===== src/rtl/div_share_arbiter.sv =====
// rtl/div_share_arbiter.sv - round-robin arbiter sharing one divider between NUM_REQ requesters (option: DIV_ARB_TIMEOUT_EN)
module div_share_arbiter #(
    parameter int NUM_REQ = 4,
    parameter int WIDTH   = 16,
    parameter int TIMEOUT = 64,
    localparam int ID_W   = (NUM_REQ > 1) ? $clog2(NUM_REQ) : 1
) (
    input  logic                     clk,
    input  logic                     rst,
    input  logic [NUM_REQ-1:0]       req_valid,
    output logic [NUM_REQ-1:0]       req_ready,
    input  logic [NUM_REQ*WIDTH-1:0] req_dividend,
    input  logic [NUM_REQ*WIDTH-1:0] req_divisor,
    output logic                     rsp_valid,
    input  logic                     rsp_ready,
    output logic [ID_W-1:0]          rsp_id,
    output logic [WIDTH-1:0]         rsp_quotient,
    output logic [WIDTH-1:0]         rsp_remainder,
    output logic                     rsp_div0,
    output logic                     rsp_err,
    output logic                     div_start,
    output logic [WIDTH-1:0]         div_dividend,
    output logic [WIDTH-1:0]         div_divisor,
    input  logic                     div_valid,
    input  logic [WIDTH-1:0]         div_quotient,
    input  logic [WIDTH-1:0]         div_remainder
);

    typedef enum logic [1:0] {
        S_IDLE,
        S_ISSUE,
        S_WAIT,
        S_RESP
    } state_t;

    if (NUM_REQ < 2 || NUM_REQ > 8 || TIMEOUT < 1) begin : g_param_check
        $error("div_share_arbiter: NUM_REQ must be 2..8 and TIMEOUT >= 1");
    end

    state_t            state;
    logic [ID_W-1:0]   rr_ptr;
    logic [ID_W-1:0]   cur_id;
    logic              grant_vld;
    logic [ID_W-1:0]   grant_id;
    logic [WIDTH-1:0]  grant_dividend;
    logic [WIDTH-1:0]  grant_divisor;
    logic [ID_W-1:0]   next_ptr;

`ifdef DIV_ARB_TIMEOUT_EN
    localparam int TO_W = $clog2(TIMEOUT + 1);
    logic              err_q;
    logic [TO_W-1:0]   to_cnt;
    assign rsp_err = err_q;
`else
    assign rsp_err = 1'b0;
`endif

    // Requester index (rr_ptr + step) folded back into 0..NUM_REQ-1
    function automatic logic [ID_W-1:0] wrap_add(input logic [ID_W-1:0] base, input int step);
        int sum;
        sum = int'(base) + step;
        if (sum >= NUM_REQ) begin
            sum = sum - NUM_REQ;
        end
        return ID_W'(sum);
    endfunction

    // Search upward from rr_ptr with wrap for the first requester asking
    always_comb begin
        grant_vld = 1'b0;
        grant_id  = '0;
        for (int i = 0; i < NUM_REQ; i++) begin
            if (!grant_vld && req_valid[wrap_add(rr_ptr, i)]) begin
                grant_vld = 1'b1;
                grant_id  = wrap_add(rr_ptr, i);
            end
        end
    end

    assign grant_dividend = req_dividend[int'(grant_id)*WIDTH +: WIDTH];
    assign grant_divisor  = req_divisor[int'(grant_id)*WIDTH +: WIDTH];
    assign next_ptr       = (int'(cur_id) == NUM_REQ - 1) ? '0 : cur_id + 1'b1;

    // Accept pulse only while idle; forced low during reset so every output is 0 under rst
    assign req_ready = (!rst && state == S_IDLE && grant_vld)
                     ? ({{(NUM_REQ-1){1'b0}}, 1'b1} << grant_id) : '0;

    // Sequencer: grant, start the divider, wait for its one-cycle result, hold the response
    always_ff @(posedge clk or posedge rst) begin
        if (rst) begin
            state         <= S_IDLE;
            rr_ptr        <= '0;
            cur_id        <= '0;
            rsp_valid     <= 1'b0;
            rsp_id        <= '0;
            rsp_quotient  <= '0;
            rsp_remainder <= '0;
            rsp_div0      <= 1'b0;
            div_start     <= 1'b0;
            div_dividend  <= '0;
            div_divisor   <= '0;
`ifdef DIV_ARB_TIMEOUT_EN
            err_q         <= 1'b0;
            to_cnt        <= '0;
`endif
        end else begin
            div_start <= 1'b0;
            case (state)
                S_IDLE: begin
                    if (grant_vld) begin
                        cur_id       <= grant_id;
                        rsp_id       <= grant_id;
                        div_dividend <= grant_dividend;
                        div_divisor  <= grant_divisor;
`ifdef DIV_ARB_TIMEOUT_EN
                        err_q        <= 1'b0;
`endif
                        if (grant_divisor == '0) begin
                            // Divide by zero never reaches the divider
                            rsp_quotient  <= '0;
                            rsp_remainder <= grant_dividend;
                            rsp_div0      <= 1'b1;
                            rsp_valid     <= 1'b1;
                            state         <= S_RESP;
                        end else begin
                            rsp_div0  <= 1'b0;
                            div_start <= 1'b1;
                            state     <= S_ISSUE;
                        end
                    end
                end
                S_ISSUE: begin
`ifdef DIV_ARB_TIMEOUT_EN
                    to_cnt <= '0;
`endif
                    state <= S_WAIT;
                end
                S_WAIT: begin
                    // Divider result lives for one cycle only, so capture it now
                    if (div_valid) begin
                        rsp_quotient  <= div_quotient;
                        rsp_remainder <= div_remainder;
                        rsp_valid     <= 1'b1;
                        state         <= S_RESP;
`ifdef DIV_ARB_TIMEOUT_EN
                    end else if (to_cnt == TO_W'(TIMEOUT - 1)) begin
                        rsp_quotient  <= '0;
                        rsp_remainder <= '0;
                        err_q         <= 1'b1;
                        rsp_valid     <= 1'b1;
                        state         <= S_RESP;
                    end else begin
                        to_cnt <= to_cnt + 1'b1;
`endif
                    end
                end
                S_RESP: begin
                    if (rsp_ready) begin
                        rsp_valid <= 1'b0;
                        rr_ptr    <= next_ptr;
                        state     <= S_IDLE;
                    end
                end
                default: state <= S_IDLE;
            endcase
        end
    end

endmodule


===== config.mk =====
export PLATFORM = sky130hd
export DESIGN_NAME = div_share_arbiter
export DESIGN_NICKNAME = d
export VERILOG_FILES = /design/src/rtl/div_share_arbiter.sv
export SDC_FILE = /design/constraint.sdc
export NUM_CORES = 1
export LEC_CHECK = 0
export ABC_AREA = 1
export BUFFER_PORTS_ARGS = -buffer_cell sky130_fd_sc_hd__buf_2
export CAP_MARGIN = 15
export CELL_PAD_IN_SITES_DETAIL_PLACEMENT = 1
export CELL_PAD_IN_SITES_GLOBAL_PLACEMENT = 1
export CORE_MARGIN = 2
export CORE_UTILIZATION = 33
export CTS_BUF_LIST = sky130_fd_sc_hd__clkbuf_8
export CTS_CLUSTER_SIZE = 12
export DETAILED_ROUTE_END_ITERATION = 16
export MAX_ROUTING_LAYER = met4
export PLACE_DENSITY_LB_ADDON = 0.1
export SLEW_MARGIN = 10
export SYNTH_ARGS = -nofsm -noshare
export SYNTH_HDL_FRONTEND = slang
export SYNTH_SLANG_ARGS = --single-unit

===== constraint.sdc =====
create_clock -name clk -period 4.6 [get_ports clk]
set_input_delay 0.46 -clock clk [delete_from_list [all_inputs] [get_ports clk]]
set_output_delay 0.46 -clock clk [all_outputs]
set_load 0.05 [all_outputs]

==> flow_summary_export.csv <==
group,metric,value,unit
placed_design,numPortBuffers,240,
routing,route.detailed.drc,0,
yosys,synth_xor_area_share,0,%
yosys,synth_top_cell_by_area,"dfrtp_1",
grt,gr-usage-met2,44.48,%
floorplan,ios,242,
floorplan,coreArea,13770,µm²
grt,track_usage,25.27,%
yosys,synth_top_family_by_area,"simple AND/OR/NAND/NOR gates",
clock_tree,cts_buffers,9,
grt,antenna_found_initial,0,
sta,drv_slew,0,
sta,finalHoldViolations,0,
sta,finClkSkew,0.009838,ns
routing,viasPerCell,4.896,
critical_path,cp-end-kind,"register",
yosys,synth_cells,708,
routing,drt-total-wl,18.21,mm
yosys,synthAdderAreaFrac,1.350,%
yosys,synth_cell_type_count,30,
sta,period_needed,3.984,ns
routing,vias,5430,
sta,rsz0062_at_grt,"no",
grt,met3_usage,4.554,%
sta,final-setup-viol-count,0,
yosys,seq_area_frac_synth,39.42,%
routing,drtPass1Iterations,4,
floorplan,die_w,122.5,µm
sta,fmax,251.0,MHz
clock_tree,cts_max_level,3,
grt,busiest_layer,"met2",
critical_path,crit_fanout,38,
clock_tree,cts_root_buf,"clkbuf_8",
sta,finalSetupTns,0,ns
yosys,yosys.area_share.simple,45.41,%
critical_path,cp-start-kind,"register",
clock_tree,clk_pin_slew,0.08,ns
run,maxCapViolCount,0,
clock_tree,worstSkewPairLatency,0.36,ns
yosys,async_flop_share,100.0,%
yosys,syn_nets,881,
clock_tree,tritoncts,"yes",
sta,tightest_slew,0.7404,ns
yosys,yosys-top-cells-count,"nand2_1 (379), dfrtp_1 (73), nand3_1 (55)",
grt,met1_usage,29.60,%
routing,drtAntennaViolNets,0,
layout,postLayoutCoreUtil,44.30,%
layout,drive_gt1_share,30.03,%
clock_tree,cts_hold_buf,0,
sta,slew_headroom,50.59,%
clock_tree,cts_buffer_depth,2,
yosys,ys_top_cells_by_area,"dfrtp_1 (39%), nand2_1 (31%), nand3_1 (5.9%), nand4_1 (3.2%), nor2_1 (3.1%)",
yosys,syn_area,4634,µm²
floorplan,start_util,33.65,%
yosys,ys.warnings.count,0,
critical_path,worstPathArrival,4.28,ns
yosys,synthMuxAreaShare,0,%
layout,fin_nets,1098,
grt,grt_max_degree,53,
min_path,hold_path_class,"in2async",
layout,n_antenna_cell,0,
routing,drt_iter0_drc,194,
critical_path,crit_type,"reg2reg",
sta,timing.final.ws_setup,0.6164,ns
floorplan,die_area,15010,µm²
yosys,yosysTopAreaCellShare,39.42,%
yosys,synth_ff_type,"dfrtp_1",
yosys,synth_edf_count,0,
floorplan,rows,43,
critical_path,cp.required,4.90,ns
yosys,avgSynthCellArea,6.546,µm²
clock_tree,cts_sinks,73,
yosys,yosysMostFrequentCell,"nand2_1",
critical_path,cp_slowest_cell,"nand2_2",
clock_tree,post_cts_buffers,0,
placed_design,gp_congestion,0.8427,
placed_design,post-place-ws,0.6265,ns
critical_path,max_stage_delay,0.58,ns
yosys,ys_ff_latch,73,
grt,grt_overflow,0,
yosys,synth_compound_area_share,5.913,%
critical_path,crit_chain,"inv_2, nand2_1, nand3_1, nand2_2, inv_1, nand3_2, nand3_2, buf_4, nand2_1, nand2_1, nand2_1, nand2_1, nor2_1, nand2_1, nor2_1, nand2_1, nand2_4, nand2_2, nand2_1, nand2_1",
floorplan,die_h,122.5,µm
sta,period_share,86.60,%
critical_path,path_common_cell,"nand2_1",
placed_design,dp_hpwl,14.23,mm
layout,synthToLayoutAreaGrowth,31.67,%
grt,grt_pass1_vias,5633,
clock_tree,cts_resized,0,
status,outcome,"complete, no violations",
sta,whs,0.08115,ns
routing,wire_per_inst,16.42,µm
grt,grt_pass1_wl,28.59,mm
critical path: cells and delay by family (launching register included):
family | cells | cell delay (ns)
buf+inv | 3 | 0.70
flops | 1 | 0.50
simple gates | 17 | 2.69
path summary, 6_finish.rpt:
kind,endpoint,slack (ns),from,depth (start not counted)
setup reg to reg,rsp_remainder[2]$_DFFE_PP0P_,0.62,rr_ptr[0]$_DFFE_PP0P_,20
hold / removal,rsp_quotient[10]$_DFFE_PP0P_,0.08,rst,2
setup / recovery,rsp_remainder[2]$_DFFE_PP0P_,0.62,rr_ptr[0]$_DFFE_PP0P_,20
hold reg to reg,rsp_remainder[9]$_DFFE_PP0P_,0.47,rsp_remainder[9]$_DFFE_PP0P_,2
max in group asynchronous,div_divisor[14]$_DFFE_PP0P_,3.48,rst,3
min in group clk,rsp_quotient[3]$_DFFE_PP0P_,0.42,div_quotient[3],5
through the flow:
stage,std cells,area [µm²]
2_1_floorplan,708,4634
3_3_place_gp,1094,5891
3_5_place_dp,1094,5891
4_1_cts,1109,6100
5_1_grt,1109,6102
6_report,1109,6102
routing by layer:
layer	vias up	routed length [µm]
met5	-	0
met4	0	303
met3	22	1174
met2	202	9120
met1	2527	7607
li1	2679	-
flip-flops by register name (all words and copies together), names as in the netlist:
signal,count
cur_id,2
div_dividend,16
rsp_valid,1
rr_ptr,2
rsp_quotient,16
div_divisor,16
rsp_div0,1
state,2
rsp_remainder,16
div_start,1
kinds of logic (layout without fill, tap and decap cells):
family	count (synthesis)	in the layout
buffers and inverters	77	298
adders and majority gates	5	5
AOI/OAI and AO/OA	42	42
other	1	1
DFF	73	73
and+or+nand+nor	510	510
cells in the final DEF (no fill, tap or decap), drive strengths merged:
cell and n:
inv 35, dfrtp 73, bufinv 2, a21oi 2, ha 5, o21ai 6, nand3b 1, o31ai 1
clkbuf 9, nand4 24, conb 1, a22oi 16, nor2 40, o22ai 1, nand2 384, nor3 3
a31oi 16, buf 247, clkinv 4, nand3 58, clkinvlp 1
cell type report:
cell class | count | area [µm²]
clock buffers | 9 | 123.9
clock inverters | 6 | 85.08
flip-flops and latches | 73 | 1827
repair buffers | 247 | 1254
fillers | 1920 | 7671
multi-input cells | 558 | 2451
well taps | 180 | 225.2
inverters | 36 | 136.4
Power is not shown: default switching activity piles up to over one toggle a cycle in this logic, so the estimate is an artifact.
